File: src/rtl/multi_alarm_bank.sv
// multi_alarm_bank: bank of N hh:mm alarms with per-alarm enable,
// ring/snooze/dismiss sequencing and automatic ring timeout.
// One clock tick is one second; time comes in as binary, the selected
// alarm is shown as BCD digits.
`timescale 1ns/1ps

module multi_alarm_bank #(
  parameter int N_ALARMS       = 4,
  parameter int RING_TIMEOUT_S = 60,
  parameter int SNOOZE_MIN     = 5,
  localparam int IDXW          = (N_ALARMS > 1) ? $clog2(N_ALARMS) : 1
) (
  input  logic                clk_out_seconds,
  input  logic                reset,
  input  logic [IDXW-1:0]     sel,
  input  logic                Updown,
  input  logic                alarm_count_min,
  input  logic                alarm_count_hours,
  input  logic                en_toggle,
  input  logic                snooze,
  input  logic                dismiss,
  input  logic [5:0]          cur_minutes,
  input  logic [4:0]          cur_hours,
  output logic [3:0]          alarm_minutes_units,
  output logic [2:0]          alarm_minutes_tens,
  output logic [3:0]          alarm_hours_units,
  output logic [1:0]          alarm_hours_tens,
  output logic [N_ALARMS-1:0] alarm_en,
  output logic                ringing,
  output logic                snoozing,
  output logic [IDXW-1:0]     ring_idx
);

  localparam int              CNTW     = (RING_TIMEOUT_S > 1) ? $clog2(RING_TIMEOUT_S) : 1;
  localparam logic [CNTW-1:0] CNT_LAST = CNTW'(RING_TIMEOUT_S - 1);

  typedef enum logic [1:0] {
    ST_IDLE,
    ST_RINGING,
    ST_SNOOZE
  } state_e;

  // Alarm storage
  logic [5:0]          min_q [N_ALARMS];
  logic [5:0]          min_d [N_ALARMS];
  logic [4:0]          hr_q  [N_ALARMS];
  logic [4:0]          hr_d  [N_ALARMS];
  logic [N_ALARMS-1:0] en_q, en_d;

  // Time-change detection
  logic [10:0] cur_time;
  logic [10:0] prev_time_q;
  logic        prev_valid_q;
  logic        change_evt;

  // Sequencer
  state_e          state_q;
  logic [IDXW-1:0] ring_idx_q;
  logic [CNTW-1:0] cnt_q;
  logic [10:0]     tgt_q;
  logic            ringing_q, snoozing_q;

  logic            sel_ok;
  logic            match_hit;
  logic [IDXW-1:0] match_idx;
  logic            owner_off;
  logic [6:0]      snz_sum;
  logic [5:0]      tgt_min;
  logic [4:0]      tgt_hr;
  logic [5:0]      disp_min;
  logic [4:0]      disp_hr;

  assign sel_ok     = 32'(sel) < N_ALARMS;
  assign cur_time   = {cur_hours, cur_minutes};
  assign change_evt = prev_valid_q && (cur_time != prev_time_q);

  // Next alarm values from the adjust and enable-toggle controls
  always_comb begin
    // NOTE: every combinational output gets a default first so no path leaves it unassigned (no latch).
    min_d = min_q;
    hr_d  = hr_q;
    en_d  = en_q;
    if (sel_ok) begin
      if (alarm_count_min) begin
        if (Updown) min_d[sel] = (min_q[sel] == 6'd59) ? 6'd0  : min_q[sel] + 6'd1;
        else        min_d[sel] = (min_q[sel] == 6'd0)  ? 6'd59 : min_q[sel] - 6'd1;
      end
      if (alarm_count_hours) begin
        if (Updown) hr_d[sel] = (hr_q[sel] == 5'd23) ? 5'd0  : hr_q[sel] + 5'd1;
        else        hr_d[sel] = (hr_q[sel] == 5'd0)  ? 5'd23 : hr_q[sel] - 5'd1;
      end
      if (en_toggle) en_d[sel] = ~en_q[sel];
    end
  end

  // Alarm registers
  always_ff @(posedge clk_out_seconds or negedge reset) begin
    if (!reset) begin
      // NOTE: this small register file is reset on purpose: every alarm must read 00:00 after reset.
      for (int k = 0; k < N_ALARMS; k++) begin
        min_q[k] <= '0;
        hr_q[k]  <= '0;
      end
      en_q <= '0;
    end else begin
      // NOTE: state registers use non-blocking assignments so every register samples pre-edge values.
      min_q <= min_d;
      hr_q  <= hr_d;
      en_q  <= en_d;
    end
  end

  // Remember the previous time so only real transitions can trigger a match
  always_ff @(posedge clk_out_seconds or negedge reset) begin
    if (!reset) begin
      prev_time_q  <= '0;
      prev_valid_q <= 1'b0;
    end else begin
      prev_time_q  <= cur_time;
      prev_valid_q <= 1'b1;
    end
  end

  // Lowest-index enabled alarm equal to the current time, on a change event only
  always_comb begin
    match_hit = 1'b0;
    match_idx = '0;
    for (int k = N_ALARMS - 1; k >= 0; k--) begin
      if (en_q[k] && (min_q[k] == cur_minutes) && (hr_q[k] == cur_hours)) begin
        match_hit = change_evt;
        match_idx = IDXW'(k);
      end
    end
  end

  // Snooze target: now + SNOOZE_MIN minutes, carrying into hours, wrapping at 24:00
  always_comb begin
    snz_sum = {1'b0, cur_minutes} + 7'(SNOOZE_MIN);
    tgt_min = snz_sum[5:0];
    tgt_hr  = cur_hours;
    if (snz_sum >= 7'd60) begin
      tgt_min = 6'(snz_sum - 7'd60);
      tgt_hr  = (cur_hours == 5'd23) ? 5'd0 : cur_hours + 5'd1;
    end
  end

  // The owning alarm is being switched off this tick
  assign owner_off = en_toggle && sel_ok && (sel == ring_idx_q) && en_q[ring_idx_q];

  // Ring/snooze sequencer with registered outputs
  always_ff @(posedge clk_out_seconds or negedge reset) begin
    if (!reset) begin
      state_q    <= ST_IDLE;
      ring_idx_q <= '0;
      cnt_q      <= '0;
      tgt_q      <= '0;
      ringing_q  <= 1'b0;
      snoozing_q <= 1'b0;
    end else begin
      case (state_q)
        ST_IDLE: begin
          if (match_hit) begin
            state_q    <= ST_RINGING;
            ring_idx_q <= match_idx;
            cnt_q      <= '0;
            ringing_q  <= 1'b1;
            snoozing_q <= 1'b0;
          end
        end
        ST_RINGING, ST_SNOOZE: begin
          if (dismiss || owner_off) begin
            state_q    <= ST_IDLE;
            ring_idx_q <= '0;
            cnt_q      <= '0;
            ringing_q  <= 1'b0;
            snoozing_q <= 1'b0;
          end else if (match_hit && (match_idx != ring_idx_q)) begin
            state_q    <= ST_RINGING;
            ring_idx_q <= match_idx;
            cnt_q      <= '0;
            ringing_q  <= 1'b1;
            snoozing_q <= 1'b0;
          end else if ((state_q == ST_RINGING) && snooze) begin
            state_q    <= ST_SNOOZE;
            tgt_q      <= {tgt_hr, tgt_min};
            cnt_q      <= '0;
            ringing_q  <= 1'b0;
            snoozing_q <= 1'b1;
          end else if ((state_q == ST_SNOOZE) && change_evt && (cur_time == tgt_q)) begin
            state_q    <= ST_RINGING;
            cnt_q      <= '0;
            ringing_q  <= 1'b1;
            snoozing_q <= 1'b0;
          end else if (state_q == ST_RINGING) begin
            if (cnt_q == CNT_LAST) begin
              state_q    <= ST_IDLE;
              ring_idx_q <= '0;
              cnt_q      <= '0;
              ringing_q  <= 1'b0;
              snoozing_q <= 1'b0;
            end else begin
              cnt_q <= cnt_q + 1'b1;
            end
          end
        end
        default: begin
          state_q    <= ST_IDLE;
          ring_idx_q <= '0;
          cnt_q      <= '0;
          ringing_q  <= 1'b0;
          snoozing_q <= 1'b0;
        end
      endcase
    end
  end

  // BCD digits of the selected alarm; an out-of-range select shows zeros
  always_comb begin
    disp_min = '0;
    disp_hr  = '0;
    if (sel_ok) begin
      disp_min = min_q[sel];
      disp_hr  = hr_q[sel];
    end
    alarm_minutes_units = 4'(disp_min % 6'd10);
    alarm_minutes_tens  = 3'(disp_min / 6'd10);
    alarm_hours_units   = 4'(disp_hr % 5'd10);
    alarm_hours_tens    = 2'(disp_hr / 5'd10);
  end

  assign alarm_en = en_q;
  assign ringing  = ringing_q;
  assign snoozing = snoozing_q;
  assign ring_idx = ring_idx_q;

endmodule

File: config.mk
export PLATFORM = sky130hd
export DESIGN_NAME = multi_alarm_bank
export DESIGN_NICKNAME = d
export VERILOG_FILES = /design/src/rtl/multi_alarm_bank.sv
export SDC_FILE = /design/constraint.sdc
export NUM_CORES = 1
export LEC_CHECK = 0
export CORE_AREA = 2 2 129 131
export CTS_BUF_LIST = sky130_fd_sc_hd__clkbuf_4 sky130_fd_sc_hd__clkbuf_8
export DETAILED_ROUTE_END_ITERATION = 12
export DIE_AREA = 0 0 131 133
export DONT_BUFFER_PORTS = 1
export SLEW_MARGIN = 15
export SYNTH_ARGS = -nofsm -noshare
export SYNTH_HDL_FRONTEND = slang
export SYNTH_SLANG_ARGS = --single-unit
File: constraint.sdc
create_clock -name clk_out_seconds -period 5.5 [get_ports clk_out_seconds]
set_input_delay 1.1 -clock clk_out_seconds [delete_from_list [all_inputs] [get_ports clk_out_seconds]]
set_output_delay 1.1 -clock clk_out_seconds [all_outputs]
set_load 0.03 [all_outputs]
======== After elaboration in Yosys (flattened, before gate mapping) ========
Cells that the tools add are included.
Widths: inputs -> output; s select.
operators by class
  add/subtract/negate cells ............... 8
  divide/modulo/power cells ............... 4
  order comparisons ....................... 6
  equal/unequal tests ..................... 25
  multiplexer cells ....................... 74
  bitwise operators ....................... 4
  reductions and logical operators ........ 26
operators by type and width
  operator             number
  $mux 6               13
  $bwmux 24            2
  $bwmux 20            2
  $mux 5               7
  $mux 2               16
  $eq 6x6->1           4
  $mux 24              1
  $eq 5x5->1           4
  $mux 20              1
  $mux 1               19
  $logic_and 1x1->1    17
  $ne 4x4->1 const B   4
  $add 6x1->6 const B  2
  $bmux 6 s2           1
  $demux 6 s2          1
  $eq 6x6->1 const B   2
  $ne 6x6->1 const B   2
  $pmux 6 s2           1
  $eq 11x11->1         1
  $ne 11x11->1         1
  $add 5x1->5 const B  2
  $bmux 5 s2           1
  $demux 5 s2          1
  $eq 5x5->1 const B   2
  34 further kinds     40
storage, ports and cells
  register bits after elaboration ......... 83
  word-level logic and storage cells ...... 164

======== Depth between registers and ports, before layout ========
  word-level depth ........................ 12
  depth in mapped cells ................... 14
  depth with buffers taken out ............ 12

======== Worst setup path after synthesis ========
No wires, ideal clock.
  kind .................................... input-to-output
  start ................................... input port sel[1]
  end ..................................... output port alarm_hours_units[1]
  arrival time ............................ 4,448 ps
  required time ........................... 4,400 ps
  slack ................................... -48 ps
  cell stages on the path ................. 14
  cell sequence ........................... buf_2 mux4_2 clkbuf_1 inv_1 ha_1 nor2_1 nor2b_1 xnor2_1 ha_1 nor2_1 nand2_1 o211ai_1 nand2_1 xnor2_1
on the way
  longest elaborated chain between the ends .. 5
RTL lines
  element                                     RTL line  RTL
  start, declared                             15        input logic [IDXW-1:0] sel,
  $not 2->3 (implied by the code)             223       disp_hr = hr_q[sel];
  $bmux 5 s2                                  223
  $mux 5 (implied by the code) (2 in series)  223
  $mod 5x4->5                                 227       alarm_hours_units = 4'(disp_hr % 5'd10);
  end, declared                               26        output logic [3:0] alarm_hours_units,
Every way passes these cells. The select of a mux whose other input is x is not followed.

======== Worst setup path in the final report ========
  start ................................... input port sel[1]
  end ..................................... output port alarm_hours_units[2]
Same word-level chain as after synthesis.

==> out/results.ini <==
[drt]
dr.pass1.iters=5
vias=4259
drc=0
avgRoutedWirePerCell_um=16.7
drt_iter0_markers=298
via_per_inst=5.30
ant_nets=0
totalWireLength_mm=13.4

[floorplanning]
num_rows=47
start_util=0.340
ios=42
fp.dieH_um=133
die-area_sq_um=17400
fp.coreArea_sq_um=16200
die_w_um=131

[synthesis]
syn_nets=631
synth_edf_count=0
avgSynthCellArea_sq_um=9.37
yosysWarnings=0
synth_ff_type=dfrtp_1
synth_async_sr_flop_share=1.00
netlist_instances=587
ys_ff_latch=82
yosysSeqAreaShare=0.373
yosysUniqueCellTypes=52
syn_area_sq_um=5500

[cells_and_area]
syn_to_final_growth_pct=6.94
seq_area_sq_um=2050
drive_gt1_frac=0.0873
utilization=0.364
nNetsFinal=623
multi_input_area_sq_um=3230
instances_no_fill=804
num_antenna_cells=0
fill_cells=1615

[min_path]
holdCritPathClass=in2async

[sta]
report.final.slew_viol_count=0
fin_ws_ns=0.835
rsz0062_at_grt=false
min_period_ns=4.66
slew_headroom=0.544
setup_viol=0
fin_skew_ns=0.00759
worst_pin_slew_ns=0.679
hold_viol_final=0
fmax_mhz=214
setup_tns_ns=0
min_period_over_period=0.848

[clocking]
htree_levels=3
cts_tree=built
path_clk_slew_ns=0.09
cts_root_buffer=clkbuf_8
postCtsSetupRepairBufs=0
insertion_delay_ns=0.36
ctsHoldBuffers=0
clk_path_buf_depth=2
cts_resized=0
cts_buffers=9
cts.sinks=82

[setup_path]
cp-end-kind=output pin
worstPathRequired_ns=4.40
rr_worst_depth=6
crit_path_max_fanout=19
r2r_slack_ns=2.55
crit_path_start_kind=input port
criticalPathCategory=in2out
critPathArrivalTime_ns=3.56
r2r_start=alarm_en[0]
r2r-end=tgt_q[8]

[status]
status=finished, final reports clean

[placed_design]
pre_cts_ws_ns=0.840
port_buffers=0
place_inst=788
hpwl_mm=10.0
gp_congestion=0.892

[global_routing]
overflow=0
grtUsageTotal=0.162
grt_max_degree=83
antenna_found_initial=0
grt_pass1_wl_mm=22.2
grt_pass1_vias=4198

[pwr]
leakagePower_uw=0.00231
peakVddDrop_mv=0.718
powerDensity_nw_per_um2=536

[job]
drv_cap=0

## metrics by stage
| step | total power (uW) | hold slack, ns | area (sq um) |
|---|---|---|---|
| after floorplan | 2310 | 0.470 | 5500 |
| after global placement | 2660 | 0.483 | 5680 |
| after detailed placement | 2720 | 0.493 | 5680 |
| after CTS | 3170 | 0.406 | 5880 |
| after global routing | 3400 | 0.395 | 5880 |
| final | 3150 | 0.421 | 5880 |
## flip-flops by register name (all words and copies together), names as in the netlist
name          cells
tgt_q            11
ringing           1
snoozing          1
alarm_en          4
cnt_q             6
ring_idx          2
prev_valid_q      1
min_q            24
prev_time_q      11
hr_q             20
state_q           1
## report_power, final
group	switching, uW	leakage (uW)	internal [uW]
clock network	225	0.0000959	215
logic	956	0.00119	689
registers	265	0.00102	804
## placed cells by master, fill, tap and decap left out, drive strengths merged, types with 2 or more instances in the layout
cell type / instances
a211o: 3
a211oi: 2
a21oi: 23
a22o: 4
a31oi: 3
a32o: 2
a32oi: 5
and2: 4
and3: 4
buf: 8
clkbuf: 10
clkinv: 3
clkinvlp: 2
dfrtp: 82
ha: 23
inv: 18
mux2: 9
mux2i: 10
mux4: 12
nand2: 86
nand2b: 3
nand3: 12
nand4: 20
nor2: 27
nor2b: 9
nor3: 11
nor3b: 2
nor4: 2
o211ai: 2
o21a: 4
o21ai: 69
o31ai: 3
or4: 2
xnor2: 88
xor2: 4
## critical path, cell delays in order
cell and delay [ns]:
mux4_2 0.59, ha_1 0.25, nor2_1 0.13, nor2b_1 0.06
buf_4 0.17, xnor2_1 0.30, ha_1 0.21, nor2_1 0.04
nand2_1 0.06, o211ai_1 0.11, nand2_1 0.16, mux2i_1 0.20
buf_4 0.18
## layer usage
metal	part of all wire	GRT usage
met4	0.014	0.0449
met3	0.076	0.0510
met5	0	0
met1	0.44	0.215
met2	0.47	0.254
## how the worst max path moves through the flow
stage | depth (start not counted) | end | start | slack, ns
floorplan | 14 | alarm_hours_units[1] | sel[1] | -0.05
global placement | 13 | alarm_hours_units[2] | sel[1] | 0.93
detailed placement | 13 | alarm_hours_units[2] | sel[1] | 0.84
CTS | 13 | alarm_hours_units[2] | sel[1] | 0.83
global route | 14 | alarm_hours_units[1] | sel[1] | 0.61
finish | 13 | alarm_hours_units[2] | sel[1] | 0.84
## kinds of logic after synthesis
kind of cell | Yosys count | synth area share
simple gates | 183 | 0.158
mux | 31 | 0.0871
fa+ha+maj | 23 | 0.0523
xor+xnor | 92 | 0.146
buf+inv | 45 | 0.0400
flops | 82 | 0.373
other cells | 1 | 0.000682
compound gates | 130 | 0.143
## area by class of cell
type,count,area share
Clock buffer,10,0.0223
Multi-Input combinational cell,460,0.549
Sequential cell,82,0.349
Tap cell,220,0.0468
Clock inverter,6,0.0115
Timing Repair Buffer,8,0.0102
Inverter,18,0.0115
## cells in the mapped netlist, types with 4 or more instances
cell,instances,share of area
xnor2_1,88,0.14
nand2_1,86,0.059
dfrtp_1,82,0.37
o21ai_0,68,0.062
nor2_1,27,0.018
ha_1,23,0.052
a21oi_1,22,0.020
nand4_1,20,0.023
inv_1,18,0.012
buf_2,14,0.013
mux4_2,12,0.049
nand3_1,12,0.011
mux2i_1,10,0.018
nor3_1,10,0.0091
nor2b_1,9,0.010
clkbuf_1,7,0.0048
mux2_2,7,0.014
a32oi_1,5,0.0080
a22o_1,4,0.0064
and2_1,4,0.0045
and3_1,4,0.0045
buf_6,4,0.0082
o21a_1,4,0.0055
xor2_1,4,0.0064
Note: power is estimated with default switching activity, not from simulation.
